File: src/rtl/work_frame_assembler_pkg.sv
// work_frame_assembler_pkg: frame constants and FSM encoding shared by RTL and host-side models
package work_frame_assembler_pkg;
    localparam int WORK_BYTES = 80;
    localparam int WORK_BITS = 8 * WORK_BYTES;
    localparam int CNT_W = $clog2(WORK_BYTES);
    localparam logic [7:0] SOF_BYTE = 8'hA5;
    typedef enum logic [1:0] {IDLE, PAYLOAD, CHECK} state_t;
endpackage

File: src/rtl/work_frame_assembler_if.sv
// work_frame_assembler_if: byte stream in, verified work unit and status out
interface work_frame_assembler_if;
    import work_frame_assembler_pkg::*;
    logic [7:0] rx_data;
    logic new_rx_data;
    logic new_work;
    logic [WORK_BITS-1:0] work_data;
    logic checksum_err;
    logic timeout_err;
    logic busy;
    logic [7:0] frame_cnt;
    modport master (
        output rx_data, new_rx_data,
        input  new_work, work_data, checksum_err, timeout_err, busy, frame_cnt
    );
    modport slave (
        input  rx_data, new_rx_data,
        output new_work, work_data, checksum_err, timeout_err, busy, frame_cnt
    );
endinterface

File: src/rtl/work_frame_assembler_byte_timeout_timer.sv
// byte_timeout_timer: counts idle cycles, flags the idle cycle that reaches TIMEOUT_CYCLES-1
module byte_timeout_timer #(
    parameter int TIMEOUT_CYCLES = 5_000_000
) (
    input  logic clk,
    input  logic rst,
    input  logic clear,
    input  logic enable,
    output logic expired
);
    localparam int W = (TIMEOUT_CYCLES > 2) ? $clog2(TIMEOUT_CYCLES) : 1;
    logic [W-1:0] count;
    assign expired = enable && !clear && count == W'(TIMEOUT_CYCLES - 1);
    // a clear (byte arrival or idle FSM) always wins over expiry
    always_ff @(posedge clk) begin
        if (rst || clear) count <= '0;
        else if (enable) count <= count + 1'b1;
    end
endmodule

File: src/rtl/work_frame_assembler.sv
// work_frame_assembler: frames host bytes into checksum-verified 640-bit work units
module work_frame_assembler
    import work_frame_assembler_pkg::*;
#(
    parameter int TIMEOUT_CYCLES = 5_000_000
) (
    input logic clk,
    input logic rst,
    work_frame_assembler_if.slave bus
);
    state_t state_q, state_d;
    logic [WORK_BITS-1:0] shreg;
    logic [7:0] chk;
    logic [CNT_W-1:0] cnt;
    logic shift, commit, bad, expired;

    byte_timeout_timer #(.TIMEOUT_CYCLES(TIMEOUT_CYCLES)) u_timer (
        .clk(clk),
        .rst(rst),
        .clear(bus.new_rx_data || state_q == IDLE),
        .enable(state_q != IDLE),
        .expired(expired)
    );

    assign bus.busy = state_q != IDLE;

    // next state and per-cycle datapath actions
    always_comb begin
        state_d = state_q;
        shift = 1'b0;
        commit = 1'b0;
        bad = 1'b0;
        case (state_q)
            IDLE: state_d = (bus.new_rx_data && bus.rx_data == SOF_BYTE) ? PAYLOAD : IDLE;
            PAYLOAD: begin
                shift = bus.new_rx_data;
                state_d = bus.new_rx_data ? ((cnt == CNT_W'(WORK_BYTES - 1)) ? CHECK : PAYLOAD)
                                          : (expired ? IDLE : PAYLOAD);
            end
            CHECK: begin
                commit = bus.new_rx_data && bus.rx_data == chk;
                bad = bus.new_rx_data && bus.rx_data != chk;
                state_d = (bus.new_rx_data || expired) ? IDLE : CHECK;
            end
            default: state_d = IDLE;
        endcase
    end

    // state register
    always_ff @(posedge clk) begin
        if (rst) state_q <= IDLE;
        else state_q <= state_d;
    end

    // payload assembly, checksum accumulation, output register and status pulses
    always_ff @(posedge clk) begin
        if (rst) begin
            shreg <= '0;
            chk <= '0;
            cnt <= '0;
            bus.work_data <= '0;
            bus.frame_cnt <= '0;
            bus.new_work <= 1'b0;
            bus.checksum_err <= 1'b0;
            bus.timeout_err <= 1'b0;
        end else begin
            bus.new_work <= commit;
            bus.checksum_err <= bad;
            bus.timeout_err <= expired;
            if (state_q == IDLE) begin
                chk <= '0;
                cnt <= '0;
            end
            if (shift) begin
                shreg <= {shreg[WORK_BITS-9:0], bus.rx_data};
                chk <= chk ^ bus.rx_data;
                cnt <= cnt + 1'b1;
            end
            if (commit) begin
                bus.work_data <= shreg;
                bus.frame_cnt <= bus.frame_cnt + 8'd1;
            end
        end
    end
endmodule

File: src/flat_wrapper.sv
// flat-port wrapper written by rule: the top's interface ports become plain ports
module work_frame_assembler_flat import work_frame_assembler_pkg::*;
#(
    parameter int TIMEOUT_CYCLES = 5_000_000
)
  (clk, rst, bus_rx_data, bus_new_rx_data, bus_new_work, bus_work_data, bus_checksum_err, bus_timeout_err, bus_busy, bus_frame_cnt);
  work_frame_assembler_if bus_i ();
  input logic clk;
  input logic rst;
  input wire logic [$bits(bus_i.rx_data)-1:0] bus_rx_data;
  input wire logic [$bits(bus_i.new_rx_data)-1:0] bus_new_rx_data;
  output wire logic [$bits(bus_i.new_work)-1:0] bus_new_work;
  output wire logic [$bits(bus_i.work_data)-1:0] bus_work_data;
  output wire logic [$bits(bus_i.checksum_err)-1:0] bus_checksum_err;
  output wire logic [$bits(bus_i.timeout_err)-1:0] bus_timeout_err;
  output wire logic [$bits(bus_i.busy)-1:0] bus_busy;
  output wire logic [$bits(bus_i.frame_cnt)-1:0] bus_frame_cnt;
  assign bus_i.rx_data = bus_rx_data;
  assign bus_i.new_rx_data = bus_new_rx_data;
  assign bus_new_work = bus_i.new_work;
  assign bus_work_data = bus_i.work_data;
  assign bus_checksum_err = bus_i.checksum_err;
  assign bus_timeout_err = bus_i.timeout_err;
  assign bus_busy = bus_i.busy;
  assign bus_frame_cnt = bus_i.frame_cnt;
  work_frame_assembler #(.TIMEOUT_CYCLES(TIMEOUT_CYCLES)) u_core (.clk(clk), .rst(rst), .bus(bus_i));
endmodule
File: config.mk
export PLATFORM = sky130hd
export DESIGN_NAME = work_frame_assembler_flat
export DESIGN_NICKNAME = d
export VERILOG_FILES = /design/src/rtl/work_frame_assembler_pkg.sv /design/src/rtl/work_frame_assembler_if.sv /design/src/rtl/work_frame_assembler_byte_timeout_timer.sv /design/src/rtl/work_frame_assembler.sv /design/src/flat_wrapper.sv
export SDC_FILE = /design/constraint.sdc
export NUM_CORES = 2
export LEC_CHECK = 0
export CORE_MARGIN = 3
export CORE_UTILIZATION = 33
export DETAILED_ROUTE_END_ITERATION = 8
export GPL_TIMING_DRIVEN = 0
export HOLD_SLACK_MARGIN = 0.03
export PLACE_DENSITY = 0.5
export SYNTH_ARGS = -nofsm -noshare
export SYNTH_HDL_FRONTEND = slang
export SYNTH_SLANG_ARGS = --single-unit
File: constraint.sdc
create_clock -name clk -period 6 [get_ports clk]
set_clock_uncertainty 0.15 [all_clocks]
set_input_delay 1.5 -clock clk [delete_from_list [all_inputs] [get_ports clk]]
set_output_delay 1.5 -clock clk [all_outputs]
set_load 0.005 [all_outputs]
==> impl_metrics.csv <==
group,metric,value,unit
run_status,status,"completed",
cells_and_area,final_cells,8853,
place,port_buffers,661,
timing,fmax,215,MHz
critical_path,crit_chain,"clkdlybuf4s50_1, clkbuf_1, nand3b_1, clkbuf_1, clkbuf_1, buf_2, nand2_1, a21oi_1",
critical_path,critPathKind,"in -> reg",
synth,netlist_area,0.0527,mm^2
power,p_seq_frac,0.474,
critical_path,regToRegEndpoint,"u_core.shreg[503]$_SDFFE_PP0P_",
drt,viasPerCell,4.61,
synth,syn_nets,5864,
critical_path,endpoint_kind,"flop",
clock_network,cts_tree,"built",
run,cap_viol_max_count,0,
place,gp_congestion,0.821,
clock_network,clockBufferDepth,3,
cells_and_area,syn_to_final_growth,27.1,%
power,power.leakage,20.5,nW
min_path,holdPathStages,2,
synth,async_flop_share,0,
global_route,grt.total_usage,0.199,
timing,tightest_slew,1290,ps
timing,post-route-period-util,0.774,
timing,slew-limit-headroom,0.137,
power,intPower,0.0145,W
global_route,grt_max_degree,17,
critical_path,cp.arrival,5170,ps
power,peakVddDrop,0.256,mV
clock_network,numClockSinks,1331,
place,placed_cell_area,0.0619,mm^2
critical_path,slowest_stage,"clkbuf_1",
timing,drv_slew,0,
place,dp.cells,8570,
min_path,hp-start,"u_core.shreg[639]$_SDFFE_PP0P_",
synth,synth_edf_count,0,
timing,final.min_clock_period,4640,ps
global_route,grt_overflow,0,
clock_network,ctsResizeCount,0,
critical_path,cp.buffers_inverters,5,
critical_path,r2r_start,"u_core.state_q[1]$_SDFF_PP0_",
global_route,grt_pass1_wl,252000,um
cells_and_area,final_nets,6683,
timing,grt_setup_unrepaired,"no",
die,coreArea,0.157,mm^2
synth,ys_warn_count,0,
drt,vias,40800,
drt,drtIter0Drc,2346,
timing,hold_violations,0,
critical_path,ff2ff_path_depth,6,
cells_and_area,final_area,0.0669,mm^2
die,rows,145,
die,die_w,405,um
die,initial_core_util,0.335,
critical_path,cp_common_cell,"clkbuf_1",
clock_network,post_cts_buffers,0,
drt,firstDrtPassIters,7,
critical_path,r2r_setup_slack,2460,ps
timing,tns,0,ps
min_path,whs_endpoint,"u_core.shreg[639]$_SDFFE_PP0P_",
synth,yosysUniqueCellTypes,47,
cells_and_area,post-route-util,0.426,
cells_and_area,layout_common_cells,"dfxtp_1, nand2_1, nand2b_1",
synth,syn-instance-count,5850,
cells_and_area,layout_commonest_cell,"dfxtp_1",
clock_network,cts_root_buffer,"clkbuf_16",
die,die_h,405,um
timing,setup_violations,0,
critical_path,cp-start-kind,"primary input",
clock_network,ctsHoldBuffers,0,
cells_and_area,drive_gt1_frac,0.0511,
power,powerDensity,278,mW/mm^2
power,switching_share,0.220,
synth,synth-seq-cells,1331,
critical_path,critPathMaxStageDelay,900,ps
clock_network,htree_num_levels,4,
critical_path,critPathLaunch,"bus_new_rx_data",
min_path,min_path_type,"reg -> reg",
clock_network,path_clk_slew,60,ps
power,power_frac_clock,0.505,
synth,synth_area_per_cell,9.00,um^2
clock_network,worstSkewPairLatency,760,ps
clock_network,cts_made_buffers,155,
die,die_area,0.164,mm^2
synth,seq_area_frac_synth,0.506,
place,place_hpwl,125000,um
global_route,grt_pass1_vias,40800,
power,power.total,0.0186,W
critical_path,worst_ep_required_time,6530,ps
drt,wl_per_cell,19.1,um
critical_path,cp_top_family,"buffers and inverters",
die,num_io_pins,663,
power,pwr-share-comb,0.021,
critical_path,path_max_fanout,10,
synth,synthFlopType,"dfxtp_1",
drt,drtAntennaViolNets,0,
global_route,antenna_found_initial,7,
drt,drc_errors,0,
power,switching_power,0.00409,W
drt,wl,169000,um
## synth_stat cells, types with 4 or more instances
cell type	number	area [um^2]
mux2_2	9	101
mux2i_1	643	6440
and3_1	9	56.3
nand2_1	1298	4870
buf_6	44	495
nor2_1	48	180
nor3_1	6	30.0
buf_2	34	170
nor4_1	9	56.3
clkbuf_1	336	1260
nand2b_1	1284	8030
buf_1	9	33.8
nor2b_1	8	50.1
xor2_1	4	35.0
buf_4	18	135
nand4_1	11	68.8
or4_1	7	52.6
dfxtp_1	1331	26600
nand3_1	11	55.1
o31ai_1	7	52.6
a211oi_1	9	67.6
a21oi_1	663	3320
xnor2_1	13	114
## registers in the layout, indices dropped and copies added (netlist names)
| register | cells |
|---|---|
| u_core.bus.checksum_err | 1 |
| u_core.bus.frame_cnt | 8 |
| u_core.bus.new_work | 1 |
| u_core.bus.timeout_err | 1 |
| u_core.bus.work_data | 640 |
| u_core.chk | 8 |
| u_core.cnt | 7 |
| u_core.shreg | 640 |
| u_core.state_q | 2 |
| u_core.u_timer.count | 23 |
## power by group through the flow
| stage | Combinational [W] | Clock (W) | Sequential [W] |
|---|---|---|---|
| after global placement | 0.000393 | 0 | 0.00903 |
| after CTS | 0.000395 | 0.00968 | 0.00884 |
| after detailed placement | 0.000394 | 0 | 0.00903 |
| final | 0.000388 | 0.00941 | 0.00884 |
| after global routing | 0.000423 | 0.0100 | 0.00883 |
| after floorplan | 0.000266 | 0 | 0.00903 |
## cell families after synthesis
group	after synthesis	synth area share
DFF	1331	0.506
xor gates and xnor gates	17	0.00283
buffers and inverters	445	0.0401
adders and majority gates	3	0.000713
AOI/OAI and AO/OA	688	0.0668
muxes	652	0.124
and+or+nand+nor	2714	0.259
## metrics by stage
step	hold slack, ps	worst slack [ps]
after global routing	326	1220
after floorplan	279	2960
after global placement	293	564
after detailed placement	305	518
after CTS	314	1330
final	314	1360
## worst reg2reg max path: stages (launching register included)
cell,delay [ps]
dfxtp_1,480
nand3b_1,660
clkbuf_1,610
clkbuf_1,910
buf_2,420
nand2_1,90
a21oi_1,160
## routing by layer
layer  vias up  GRT usage  wire (um)
met5         -          0         12
met4         2     0.0558       4280
met3       210     0.0625      12200
met2       839      0.313      75200
met1     19100      0.262      77300
li1      20600          -          -
## worst max-delay path by stage
stage                                           endpoint  slack, ps  cells past startpoint
after floorplan               u_core.cnt[0]$_SDFFE_PP0P_       2960                      6
after global placement    u_core.shreg[516]$_SDFFE_PP0P_        560                      8
after detailed placement  u_core.shreg[519]$_SDFFE_PP0P_        520                      8
after CTS                 u_core.shreg[519]$_SDFFE_PP0P_       1330                      8
after global routing      u_core.shreg[465]$_SDFFE_PP0P_       1220                      8
final                     u_core.shreg[503]$_SDFFE_PP0P_       1360                      8
## final cells by class
type	count	area, um^2
antenna	3	7.51
buffer	441	2100
clock buffer	241	4610
clock inverter	39	464
fill	15800	90400
inverter	4	15.0
multi-input combinational	4074	23900
sequential	1331	26600
tap	2058	2570
timing repair buffer	662	6630
Power figures use the tool's default switching activity.
